[src/rtl/cpu_controller.sv]
// cpu_controller: instruction-sequencing controller for the 16-bit datapath.
// Fetches from unified memory, holds IR / PC / data-address registers,
// decodes, and drives every datapath strobe and select from a Moore FSM.
//
// Ports:
//   clk, reset_n         clock (rising edge), synchronous active-low reset
//   read_data[15:0]      memory read data (valid the cycle after a READ)
//   C[15:0]              datapath C bus; its low bits give the LDR/STR address
//   mem_cmd[1:0]         00 NONE, 01 READ, 10 WRITE
//   mem_addr[PC_WIDTH]   PC while fetching, data-address register otherwise
//   write/loada/loadb/loadc/loads/asel/bsel   datapath strobes and selects
//   vsel[1:0]            writeback source: 00 C, 01 PC, 10 sximm8, 11 m_data
//   readnum/writenum     register file indices
//   shift, ALUop         shifter op; ALU op (00 add, 01 sub, 10 and, 11 not B)
//   sximm8, sximm5       sign-extended IR[7:0] / IR[4:0]
//   PC                   program counter
//   halted               high while in HALT
module cpu_controller #(
  parameter int                  PC_WIDTH = 9,
  parameter logic [PC_WIDTH-1:0] RESET_PC = '0
) (
  input  logic                clk,
  input  logic                reset_n,
  input  logic [15:0]         read_data,
  input  logic [15:0]         C,
  output logic [1:0]          mem_cmd,
  output logic [PC_WIDTH-1:0] mem_addr,
  output logic                write,
  output logic                loada,
  output logic                loadb,
  output logic                loadc,
  output logic                loads,
  output logic                asel,
  output logic                bsel,
  output logic [1:0]          vsel,
  output logic [2:0]          readnum,
  output logic [2:0]          writenum,
  output logic [1:0]          shift,
  output logic [1:0]          ALUop,
  output logic [15:0]         sximm8,
  output logic [15:0]         sximm5,
  output logic [PC_WIDTH-1:0] PC,
  output logic                halted
);

  localparam logic [1:0] CMD_NONE = 2'b00, CMD_READ = 2'b01, CMD_WRITE = 2'b10;

  localparam logic [4:0] S_RST  = 5'd0,  S_IF1  = 5'd1,  S_IF2  = 5'd2,
                         S_UPC  = 5'd3,  S_DEC  = 5'd4,  S_WIMM = 5'd5,
                         S_GETA = 5'd6,  S_GETB = 5'd7,  S_EXEC = 5'd8,
                         S_WB   = 5'd9,  S_ADDR = 5'd10, S_LDA  = 5'd11,
                         S_MRD  = 5'd12, S_WBM  = 5'd13, S_STRC = 5'd14,
                         S_MWR  = 5'd15, S_HALT = 5'd16;

  logic [4:0]          state_q, state_d;
  logic [PC_WIDTH-1:0] pc_q, pc_d;
  logic [PC_WIDTH-1:0] dad_q, dad_d;
  logic [15:0]         ir_q, ir_d;

  // Only the low PC_WIDTH bits of C form an address.
  logic unused_c;
  assign unused_c = ^C;

  logic [2:0] opc, rn, rd, rm;
  logic [1:0] op, sh;
  assign opc = ir_q[15:13];
  assign op  = ir_q[12:11];
  assign rn  = ir_q[10:8];
  assign rd  = ir_q[7:5];
  assign sh  = ir_q[4:3];
  assign rm  = ir_q[2:0];

  logic is_alu, is_cmp, is_mvn, is_movsh, is_str, is_mem;
  assign is_alu   = (opc == 3'b101);
  assign is_cmp   = is_alu && (op == 2'b01);
  assign is_mvn   = is_alu && (op == 2'b11);
  assign is_movsh = (opc == 3'b110) && (op == 2'b00);
  assign is_str   = (opc == 3'b100);
  assign is_mem   = (opc == 3'b011) || is_str;

  assign sximm8   = {{8{ir_q[7]}}, ir_q[7:0]};
  assign sximm5   = {{11{ir_q[4]}}, ir_q[4:0]};
  assign PC       = pc_q;
  assign mem_addr = (state_q == S_IF1 || state_q == S_IF2) ? pc_q : dad_q;

  // Next-state and register updates
  always_comb begin
    state_d = state_q;
    pc_d    = pc_q;
    ir_d    = ir_q;
    dad_d   = dad_q;
    case (state_q)
      S_RST:  state_d = S_IF1;
      S_IF1:  state_d = S_IF2;
      S_IF2:  begin state_d = S_UPC; ir_d = read_data; end
      S_UPC:  begin state_d = S_DEC; pc_d = pc_q + 1'b1; end  // wraps at max
      S_DEC: begin
        case (opc)
          3'b110:         state_d = (op == 2'b10) ? S_WIMM :
                                    (op == 2'b00) ? S_GETB : S_IF1;
          // MVN only needs B
          3'b101:         state_d = (op == 2'b11) ? S_GETB : S_GETA;
          3'b011, 3'b100: state_d = (op == 2'b00) ? S_GETA : S_IF1;
          3'b111:         state_d = S_HALT;
          default:        state_d = S_IF1;
        endcase
      end
      S_WIMM: state_d = S_IF1;
      S_GETA: state_d = is_mem ? S_ADDR : S_GETB;
      // STR reaches GET_B after the address is latched; B then carries Rd
      S_GETB: state_d = is_str ? S_STRC : S_EXEC;
      S_EXEC: state_d = is_cmp ? S_IF1 : S_WB;
      S_WB:   state_d = S_IF1;
      S_ADDR: state_d = S_LDA;
      S_LDA:  begin state_d = is_str ? S_GETB : S_MRD; dad_d = C[PC_WIDTH-1:0]; end
      S_MRD:  state_d = S_WBM;
      S_WBM:  state_d = S_IF1;
      S_STRC: state_d = S_MWR;
      S_MWR:  state_d = S_IF1;
      S_HALT: state_d = S_HALT;
      default: state_d = S_RST;
    endcase
  end

  always_ff @(posedge clk) begin
    if (!reset_n) begin
      state_q <= S_RST;
      pc_q    <= RESET_PC;
      ir_q    <= '0;
      dad_q   <= '0;
    end else begin
      state_q <= state_d;
      pc_q    <= pc_d;
      ir_q    <= ir_d;
      dad_q   <= dad_d;
    end
  end

  // Moore outputs: decoded from state and IR only
  always_comb begin
    mem_cmd  = CMD_NONE;
    write    = 1'b0;
    loada    = 1'b0;
    loadb    = 1'b0;
    loadc    = 1'b0;
    loads    = 1'b0;
    asel     = 1'b0;
    bsel     = 1'b0;
    vsel     = 2'b00;
    readnum  = 3'd0;
    writenum = 3'd0;
    shift    = 2'b00;
    ALUop    = 2'b00;
    halted   = 1'b0;
    case (state_q)
      S_IF1, S_IF2: mem_cmd = CMD_READ;
      S_WIMM: begin vsel = 2'b10; writenum = rn; write = 1'b1; end
      S_GETA: begin readnum = rn; loada = 1'b1; end
      S_GETB: begin readnum = is_str ? rd : rm; loadb = 1'b1; end
      S_EXEC: begin
        shift = sh;
        ALUop = is_alu ? op : 2'b00;
        asel  = is_movsh;             // MOV shift: 0 + B
        loads = is_cmp;
        loadc = !is_cmp;
      end
      S_WB:   begin vsel = 2'b00; writenum = rd; write = 1'b1; end
      S_ADDR: begin bsel = 1'b1; loadc = 1'b1; end
      S_MRD:  mem_cmd = CMD_READ;
      // READ held so read_data stays valid through the writeback
      S_WBM:  begin mem_cmd = CMD_READ; vsel = 2'b11; writenum = rd; write = 1'b1; end
      S_STRC: begin asel = 1'b1; loadc = 1'b1; end
      S_MWR:  mem_cmd = CMD_WRITE;
      S_HALT: halted = 1'b1;
      default: ;
    endcase
  end

  // is_mvn documents the decode path; kept visible for readability
  logic unused_mvn;
  assign unused_mvn = is_mvn;

endmodule

[config.mk]
export PLATFORM = sky130hd
export DESIGN_NAME = cpu_controller
export DESIGN_NICKNAME = d
export VERILOG_FILES = /design/src/rtl/cpu_controller.sv
export SDC_FILE = /design/constraint.sdc
export NUM_CORES = 1
export LEC_CHECK = 0
export CORE_MARGIN = 10
export CORE_UTILIZATION = 38
export DETAILED_ROUTE_END_ITERATION = 6
export HOLD_SLACK_MARGIN = 0.08
export PLACE_DENSITY = 0.76
export SYNTH_ARGS = -nofsm -noshare
export SYNTH_HDL_FRONTEND = slang
export SYNTH_SLANG_ARGS = --single-unit
[constraint.sdc]
create_clock -name clk -period 2 [get_ports clk]
set_clock_uncertainty 0.15 [all_clocks]
set_input_delay 0.6 -clock clk [delete_from_list [all_inputs] [get_ports clk]]
set_output_delay 0.6 -clock clk [all_outputs]
set_load 0.02 [all_outputs]
==> flow_summary.json <==
{
  "synth_top_area_cell": "dfxtp_1",
  "final_util_pct": 65.9,
  "via_per_inst": 5.15,
  "hold_buffers": 0,
  "fmax_mhz": 410,
  "cts-buffers-inserted": 5,
  "finalInstanceArea_um2": 4130,
  "status": "finished with violations",
  "synth_edf_count": 0,
  "violations": "negative setup slack",
  "port_buffers": 98,
  "p_comb_share_pct": 32.0,
  "r2r_start": "state_q[2]",
  "clockPowerShare_pct": 26.3,
  "synthToLayoutAreaGrowth_pct": 70.2,
  "synthTopCellsByArea": "dfxtp_1, buf_4, nand2_1",
  "cts-root-buf": "clkbuf_8",
  "holdCritStartpoint": "ir_q[3]",
  "ys.flop_type": "dfxtp_1",
  "synthCells": 314,
  "drt_iter0_drc": 114,
  "p_leak_nw": 1.90,
  "drc": 0,
  "slew-limit-headroom_pct": 73.1,
  "layout.nets": 483,
  "async_flop_share_pct": 0,
  "core_region_area_um2": 6280,
  "routed_wl_um": 8620,
  "power.share.switching_pct": 31.9,
  "first_global_vias": 2779,
  "ir_drop_uv": 417,
  "num_io_pins": 106,
  "hpwl_um": 6220,
  "post-place-ws_ns": -0.574,
  "cts_buffer_depth": 2,
  "gp_congestion": 0.882,
  "maxSlewViolCount": 0,
  "p_int_mw": 1.36,
  "ant_nets": 0,
  "timing.critical_path.mode_cell": "buf_6",
  "crit_family": "buffers and inverters",
  "critical_path_buf_inv_count": 3,
  "grt_usage_pct": 16.5,
  "cts_tree": "built",
  "initial_utilization_pct": 38.7,
  "holdPathStages": 2,
  "reg2reg_depth": 7,
  "min_delay_worst_endpoint": "ir_q[3]",
  "die_height_um": 99.9,
  "placed_cell_area_um2": 3770,
  "slowest_stage": "dfxtp_4",
  "seq_area_frac_synth_pct": 32.1,
  "start_kind": "flip-flop",
  "drive_above_1_share_pct": 39.0,
  "cp-end-kind": "output port",
  "pwr-share-seq_pct": 41.7,
  "finalHoldViolCount": 0,
  "period_needed_ns": 2.44,
  "vias": 2708,
  "power_density_nw_per_um2": 483,
  "rsz0062_at_grt": "true",
  "synth_commonest_cells": "nand2_1, dfxtp_1, buf_4, nor2_1, a21oi_1",
  "dr.pass1.iters": 4,
  "dieArea_um2": 9990,
  "rows": 29,
  "die_x_um": 99.9,
  "worstPathRequired_ns": 1.25,
  "worstMarginPinSlew_ns": 0.398,
  "clk_pin_slew_ns": 0.07,
  "max_cap_viol_count": 0,
  "antenna_found_initial": 0,
  "wl_per_cell_um": 16.4,
  "min_path_type": "flip-flop to flip-flop",
  "synth_area_per_cell_um2": 7.73,
  "grt_first_pass_wirelength_um": 13600,
  "finalSetupViolations": 31,
  "cpPeakStageDelay_ns": 0.36,
  "gr-total-overflow": 0,
  "cts.sinks": 39,
  "post_synth_num_cell_types": 51,
  "grt_max_degree": 22,
  "post-route-period-util_pct": 122,
  "total_power_mw": 2.00,
  "netlist_area_um2": 2430,
  "synth_top_cell_area_share_pct": 32.1,
  "setup_ws_ns": -0.441,
  "cp_max_fo": 6,
  "power_switching_mw": 0.637,
  "h-tree-depth": 2,
  "arrival_ns": 1.69,
  "yosys_warnings": 0,
  "antenna_cells": 0,
  "ys_seq_elements": 39,
  "hold_ws_ns": 0.340,
  "r2r_slack_ns": 0.01,
  "reg2reg_to": "PC[8]",
  "yosysMostFrequentCell": "nand2_1",
  "crit_type": "flip-flop to output port",
  "syn-num-nets": 349,
  "insertion_delay_ns": 0.30,
  "crit_path_cell_trace": "buf_6, nor3_4, buf_6, o21ai_4, mux2_4, buf_6"
}
## stage by stage
step	instances	TNS [ns]
after floorplan	314	-1.14
after global placement	504	-14.57
after detailed placement	504	-15.26
after CTS	522	-9.03
after global routing	526	-11.92
final	526	-9.82
## what timing repair did
item                                    in CTS  in global routing
gates cloned                                 1                  0
setup buffers                                9                  4
endpoints found under the setup margin      72                 35
pin swaps                                    6                  1
gates resized for setup                    254                 21
## cells in the final DEF (no fill, tap or decap), types with 3 or more instances in the layout
master	count
buf_4	69
nand2_1	47
dlygate4sd2_1	41
buf_6	36
dfxtp_1	33
clkdlybuf4s50_1	26
nor2_1	25
a21oi_1	23
mux2i_1	12
nor2_4	7
inv_1	5
o21ai_0	5
clkbuf_8	5
dfxtp_2	5
nand2b_1	4
mux2_2	4
mux2_4	4
o211ai_1	4
o31ai_1	4
nand3_1	4
nand2_2	3
or3b_4	3
o21ai_4	3
and3_1	3
and3_4	3
a21oi_2	3
o21ai_2	3
and2_1	3
a211oi_1	3
nor2b_1	3
## how the worst max path moves through the flow
stage / startpoint / endpoint / slack, ns / cells past startpoint
6_report: state_q[2] / mem_addr[5] / -0.44 / 6
5_1_grt: state_q[3] / mem_addr[8] / -0.49 / 6
3_3_place_gp: state_q[3] / ALUop[0] / -0.53 / 4
4_1_cts: state_q[2] / mem_addr[5] / -0.40 / 6
2_1_floorplan: state_q[2] / ALUop[1] / -0.1 / 5
3_5_place_dp: state_q[3] / ALUop[0] / -0.57 / 4
## kinds of logic (layout without fill, tap and decap cells)
group           Yosys count  after routing  share of synthesized area, %
flops                    39             39                          32.1
mux                      21             21                          9.07
simple gates            135            135                          27.8
xor+xnor                  3              3                          1.08
buf+inv                  56            190                          14.5
fa+ha+maj                 1              1                         0.515
compound gates           59             60                          14.9
## worst reg2reg max path, stage by stage, from the launching register on
cell	delay (ns)
dfxtp_4	0.36
buf_6	0.13
nor3_4	0.22
buf_6	0.15
buf_4	0.15
nand4_1	0.20
buf_4	0.20
o31ai_1	0.32
## power by group through the flow
stage	clock, mW	sequential (mW)	combinational (mW)
detailed placement	0	0.846	0.576
finish	0.526	0.834	0.639
global route	0.572	0.837	0.685
CTS	0.537	0.832	0.607
floorplan	0	0.850	0.344
global placement	0	0.844	0.569
## registers in the layout, summed over array words and instances (netlist names)
register  flops
PC            9
dad_q         9
ir_q         16
state_q       5
## area by class of cell
| type | instances | area [um^2] |
|---|---|---|
| Multi-Input combinational cell | 220 | 1570 |
| Fill cell | 538 | 2140 |
| Clock inverter | 1 | 5.00 |
| Inverter | 7 | 26.3 |
| Timing Repair Buffer | 175 | 1570 |
| Clock buffer | 7 | 76.3 |
| Sequential cell | 39 | 791 |
| Tap cell | 77 | 96.3 |
## per-layer routing
metal  wire [um]  global-route usage, %  up-vias
met2        4440                   28.3       94
met4          92                   4.52        0
met1        3250                   17.8     1282
li1            -                      -     1324
met3         840                   7.55        8
met5           0                      0        -
Power figures use the tool's default switching activity.
==> RTL edit 1, RTL diff (config.mk and constraints unchanged) <==
Change the parameter `PC_WIDTH` from 9 to 13.
--- a/src/rtl/cpu_controller.sv
+++ b/src/rtl/cpu_controller.sv
@@ -18,3 +18,3 @@
 module cpu_controller #(
-  parameter int                  PC_WIDTH = 9,
+  parameter int                  PC_WIDTH = 13,
   parameter logic [PC_WIDTH-1:0] RESET_PC = '0
Ports: changed (resized PC and mem_addr); port bits go from 106 to 114. No check against the original RTL was run, so the function may have changed too.
==> RTL edit 1 against the unedited design <==
  * The run still ends with setup timing left
  * Sequential cell count up 8
  * Total power up 19%
  * Synthesized area up 14%
  * Count of clock-buffer cells in the layout down 1
  * Non-clock buffer count up 38
  * Setup slack better by 29 ps
  * Critical path depth unchanged
  * Cell area up 23%
  * Global-route usage up 1.0 points
  * Register-to-register slack worse by 210 ps
  * Routed wire length up 28%
  * Final cell count up 21%
  * Highest routed layer unchanged
==> RTL edit 1: results (changes against the unedited design) <==
metric;value;unit;change
syn nets;408;;was 349
outcome;finished with violations;;unchanged
Seq/Total Area, Yosys;34.0;%;was 32.1%
CP peak stage delay;340;ps;was 360 ps
Critical Path AT;1660;ps;was 1690 ps
number of global-route vias before repair;3199;;was 2779
most area-consuming cells after synthesis;dfxtp_1, nand2_1, buf_4;;was dfxtp_1, buf_4, nand2_1
clock slew at reported path FFs;90;ps;was 70 ps
first-pass GRT wire length;16200;um;was 13600 um
Final WS setup;-412;ps;was -441 ps
vias;3345;;was 2708
Worst VDD drop;0.286;mV;was 0.417 mV
drt pass-1 iters;5;;was 4
Fillers;527;;was 538
Setup-failing EPs final;37;;was 31
post-synthesis cell type count;47;;was 51
hpwl dp;7340;um;was 6220 um
nets@finish;574;;was 483
switching part of the total;31.1;%;was 31.9%
slowest stage cell, crit path;dfxtp_2;;was dfxtp_4
synth cell count leaders;nand2_1, dfxtp_1, a21oi_1, buf_4, nor2_1;;was nand2_1, dfxtp_1, buf_4, nor2_1, a21oi_1
Overall Global Routing Usage;17.5;%;was 16.5%
layout cells sized above 1;44.3;%;was 39.0%
Routability Congestion;0.906;;was 0.882
Leakage Power;2.18;nW;was 1.90 nW
actual slew at the worst max-slew pin;674;ps;was 398 ps
failing checks;setup timing;;unchanged
min-delay src;dad_q[2]$_SDFFE_PN0N_;;was ir_q[3]$_SDFFE_PN0P_
DRT iter0 DRCs;243;;was 114
==> RTL edit 1: logic make-up (layout without fill, tap and decap cells) <==
family / count (synthesis) / count (layout) / synth area share, %
multiplexers: 15 / 15 / 5.97
XOR/XNOR: 8 / 8 / 2.53
AO/OA/AOI/OAI: 73 / 73 / 15.1
flip-flops: 47 / 47 / 34.0
adder cells (fa/ha/maj): 1 / 1 / 0.452
buffers and inverters: 64 / 230 / 13.7
AND/OR/NAND/NOR: 165 / 165 / 28.2
==> RTL edit 1: cell type report <==
type / instances / share of cell area [%]
well taps: 99 / 2.44
multi-input cells: 262 / 36.0
clock inverters: 1 / 0.0987
flip-flops and latches: 47 / 18.9
clock buffers: 6 / 1.63
repair buffers: 213 / 40.1
inverters: 10 / 0.888
==> RTL edit 1: worst max-delay path: cells and delay by family, from the launching register on <==
| family | cells | cell delay (ps) |
|---|---|---|
| buffers and inverters | 3 | 450 |
| DFF | 1 | 340 |
| muxes | 1 | 300 |
| and+or+nand+nor | 2 | 280 |
==> RTL edit 1: through the flow <==
stage	setup WS, ps	hold WS [ps]	area, um^2	TNS [ps]	cells
2_1_floorplan	-50.9	282	2910	-511	373
3_3_place_gp	-566	289	4310	-16730	597
3_5_place_dp	-565	298	4310	-17580	597
4_1_cts	-387	310	4590	-9640	621
5_1_grt	-457	335	5070	-13050	638
6_report	-412	308	5070	-10970	638
==> RTL edit 1: repair_timing <==
item / CTS / global route
pin swaps: 16 / 33
setup buffers: 17 / 18
endpoints found under the setup margin: 85 / 52
resized for setup: 276 / 115
hold buffers: 0 / 0
hold endpoints to repair: 0 / 0
gates cloned: 0 / 2
==> RTL edit 1: power groups by stage <==
stage	Clock, mW	Combinational (mW)	Sequential, mW
final	0.588	0.794	1.00
after global routing	0.643	0.839	1.01
after CTS	0.600	0.639	0.994
after detailed placement	0	0.626	1.01
after global placement	0	0.617	1.01
after floorplan	0	0.374	1.01
==> RTL edit 1: path summary, 6_finish.rpt <==
path | endpoint | cells past startpoint
worst max-delay path | mem_addr[4] | 6
worst min-delay path | dad_q[2]$_SDFFE_PN0N_ | 2
worst min register to register | dad_q[2]$_SDFFE_PN0N_ | 2
worst max register to register | PC[12]$_SDFFE_PN0P_ | 7
==> RTL edit 1: metal layers <==
metal	vias to the layer above	share of wire, %	routed length, um	track usage, %
met4	0	2.8	305	7.16
li1	1583	-	-	-
met1	1593	40	4460	19.6
met3	21	7.0	769	4.51
met2	148	50	5500	30.9
met5	-	0	0	0
==> RTL edit 2, RTL diff (config.mk and constraints unchanged) <==
Without the edit above. Add an input register stage for `read_data` and `C`, with the module's reset; this delays them by one clock. Comments in the files are not updated.
--- a/src/rtl/cpu_controller.sv
+++ b/src/rtl/cpu_controller.sv
@@ -54,2 +54,15 @@
 
+  logic [15:0] read_data_q;
+  logic [15:0] C_q;
+
+  always_ff @(posedge clk) begin
+    if (!reset_n) begin
+      read_data_q <= '0;
+      C_q         <= '0;
+    end else begin
+      read_data_q <= read_data;
+      C_q         <= C;
+    end
+  end
+
   logic [4:0]          state_q, state_d;
@@ -61,3 +74,3 @@
   logic unused_c;
-  assign unused_c = ^C;
+  assign unused_c = ^C_q;
 
@@ -94,3 +107,3 @@
       S_IF1:  state_d = S_IF2;
-      S_IF2:  begin state_d = S_UPC; ir_d = read_data; end
+      S_IF2:  begin state_d = S_UPC; ir_d = read_data_q; end
       S_UPC:  begin state_d = S_DEC; pc_d = pc_q + 1'b1; end  // wraps at max
@@ -114,3 +127,3 @@
       S_ADDR: state_d = S_LDA;
-      S_LDA:  begin state_d = is_str ? S_GETB : S_MRD; dad_d = C[PC_WIDTH-1:0]; end
+      S_LDA:  begin state_d = is_str ? S_GETB : S_MRD; dad_d = C_q[PC_WIDTH-1:0]; end
       S_MRD:  state_d = S_WBM;
Check against the original RTL: not equivalent (Yosys sat finds a counterexample within 4 cycles, from zero or initial values and one cycle with reset_n low).
==> RTL edit 2 against the unedited design <==
  * The run still ends with setup timing left
  * Critical path depth fell by 1
  * Register-to-register slack got worse by 60 ps
  * First-iteration DRC count is 32% higher
  * Via count up 11%
  * Cell area is 27% higher
  * Sequential cell count rose by 25
  * Setup slack improved by 25 ps
  * Synthesized area grew 33%
  * Total power up 63%
  * Combinational power up 0.8%
  * Routed wire length grew 14%
  * Count of clock-buffer cells in the layout up 3
  * Utilization is 2.4 points lower
  * Critical endpoint is now readnum[1]
  * Largest power group unchanged
  * Highest routed layer unchanged
==> RTL edit 2: results (changes against the unedited design) <==
metric;value;unit;change
Final WS setup;-416;ps;was -441 ps
Leakage Power;2.42;nW;was 1.90 nW
most area-consuming cells after synthesis;dfxtp_1, buf_4, and2_1;;was dfxtp_1, buf_4, nand2_1
hpwl dp;7270;um;was 6220 um
nets@finish;559;;was 483
met3 WL;468;um;was 840 um
layout cells sized above 1;41.8;%;was 39.0%
pre-CTS WS;-571;ps;was -574 ps
H-tree depth;3;;was 2
Setup-failing EPs final;41;;was 31
Seq/Total Area, Yosys;39.6;%;was 32.1%
Via density;4.76;;was 5.15
failing checks;setup timing;;unchanged
met2 wire length;4980;um;was 4440 um
outcome;finished with violations;;unchanged
vias;3015;;was 2708
drt wl/cell;15.5;um;was 16.4 um
synth cell count leaders;dfxtp_1, nand2_1, and2_1, buf_4, nor2_1;;was nand2_1, dfxtp_1, buf_4, nor2_1, a21oi_1
post-synthesis cell type count;48;;was 51
largest net degree at the start of global routing;33;;was 22
Overall Global Routing Usage;14.4;%;was 16.5%
CTS Buf Count;9;;was 5
syn nets;408;;was 349
Worst VDD drop;0.442;mV;was 0.417 mV
worst-skew pair later-pin latency;330;ps;was 300 ps
RTL edit 2: changes by cell type after synthesis, sizes merged, moves of 3 or more:
cell and delta:
nor2 -12, buf +3, and3 -3, a31oi +3, nor3 +5, or4 -4
xor2 +3, dfxtp +25, nor2b +9, a21boi +20, o211ai -3, and2 +27
a21oi -17
RTL edit 2: repair_timing:
item	in CTS	in global routing
endpoints found under the hold margin	0	0
cloned	0	1
setup buffers	13	11
setup endpoints to repair	75	47
pin swaps	11	21
gates resized for setup	250	51
RTL edit 2: through the flow:
step	cell area (um^2)	TNS [ps]
after floorplan	3370	-996
after global placement	4710	-14030
after detailed placement	4710	-14880
after CTS	5010	-9450
after global routing	5240	-12100
final	5240	-9130
RTL edit 2: per-layer routing:
layer	vias to the layer above	global-route usage [%]
li1	1517	-
met1	1411	16.7
met2	77	25.2
met3	10	3.41
met4	0	5.08
met5	-	0
RTL edit 2: how the worst max path moves through the flow:
stage | cells past startpoint | end | slack [ps]
global placement | 6 | readnum[0] | -540
global route | 5 | readnum[2] | -460
detailed placement | 6 | readnum[1] | -570
finish | 5 | readnum[1] | -420
CTS | 5 | mem_addr[7] | -410
floorplan | 4 | mem_addr[0] | -90
RTL edit 2: cells by family after synthesis:
logic type | Yosys count | share of synthesized area (%)
buffers and inverters | 62 | 11.9
XOR/XNOR | 7 | 1.89
multiplexers | 21 | 6.80
AND/OR/NAND/NOR | 158 | 27.0
AO/OA/AOI/OAI | 60 | 12.5
flip-flops | 64 | 39.6
adder cells (fa/ha/maj) | 1 | 0.386
RTL edit 2: area by class of cell:
| class | instances | share of cell area (%) |
|---|---|---|
| multi-input cells | 247 | 35.5 |
| well taps | 105 | 2.51 |
| inverters | 8 | 0.645 |
| flip-flops and latches | 64 | 24.8 |
| repair buffers | 194 | 32.1 |
| clock inverters | 6 | 1.74 |
| clock buffers | 10 | 2.63 |
RTL edit 2: power groups by stage:
stage | Clock [mW] | Combinational [mW] | Sequential [mW]
4_1_cts | 1.28 | 0.593 | 1.35
3_3_place_gp | 0 | 0.535 | 1.37
2_1_floorplan | 0 | 0.308 | 1.38
6_report | 1.25 | 0.644 | 1.36
3_5_place_dp | 0 | 0.542 | 1.38
5_1_grt | 1.32 | 0.690 | 1.36
RTL edit 2: critical path: stages, from the launching register on:
cell	delay, ps
dfxtp_4	410
or3b_4	430
nor2_4	180
nand2_2	100
o21ai_4	70
buf_6	140
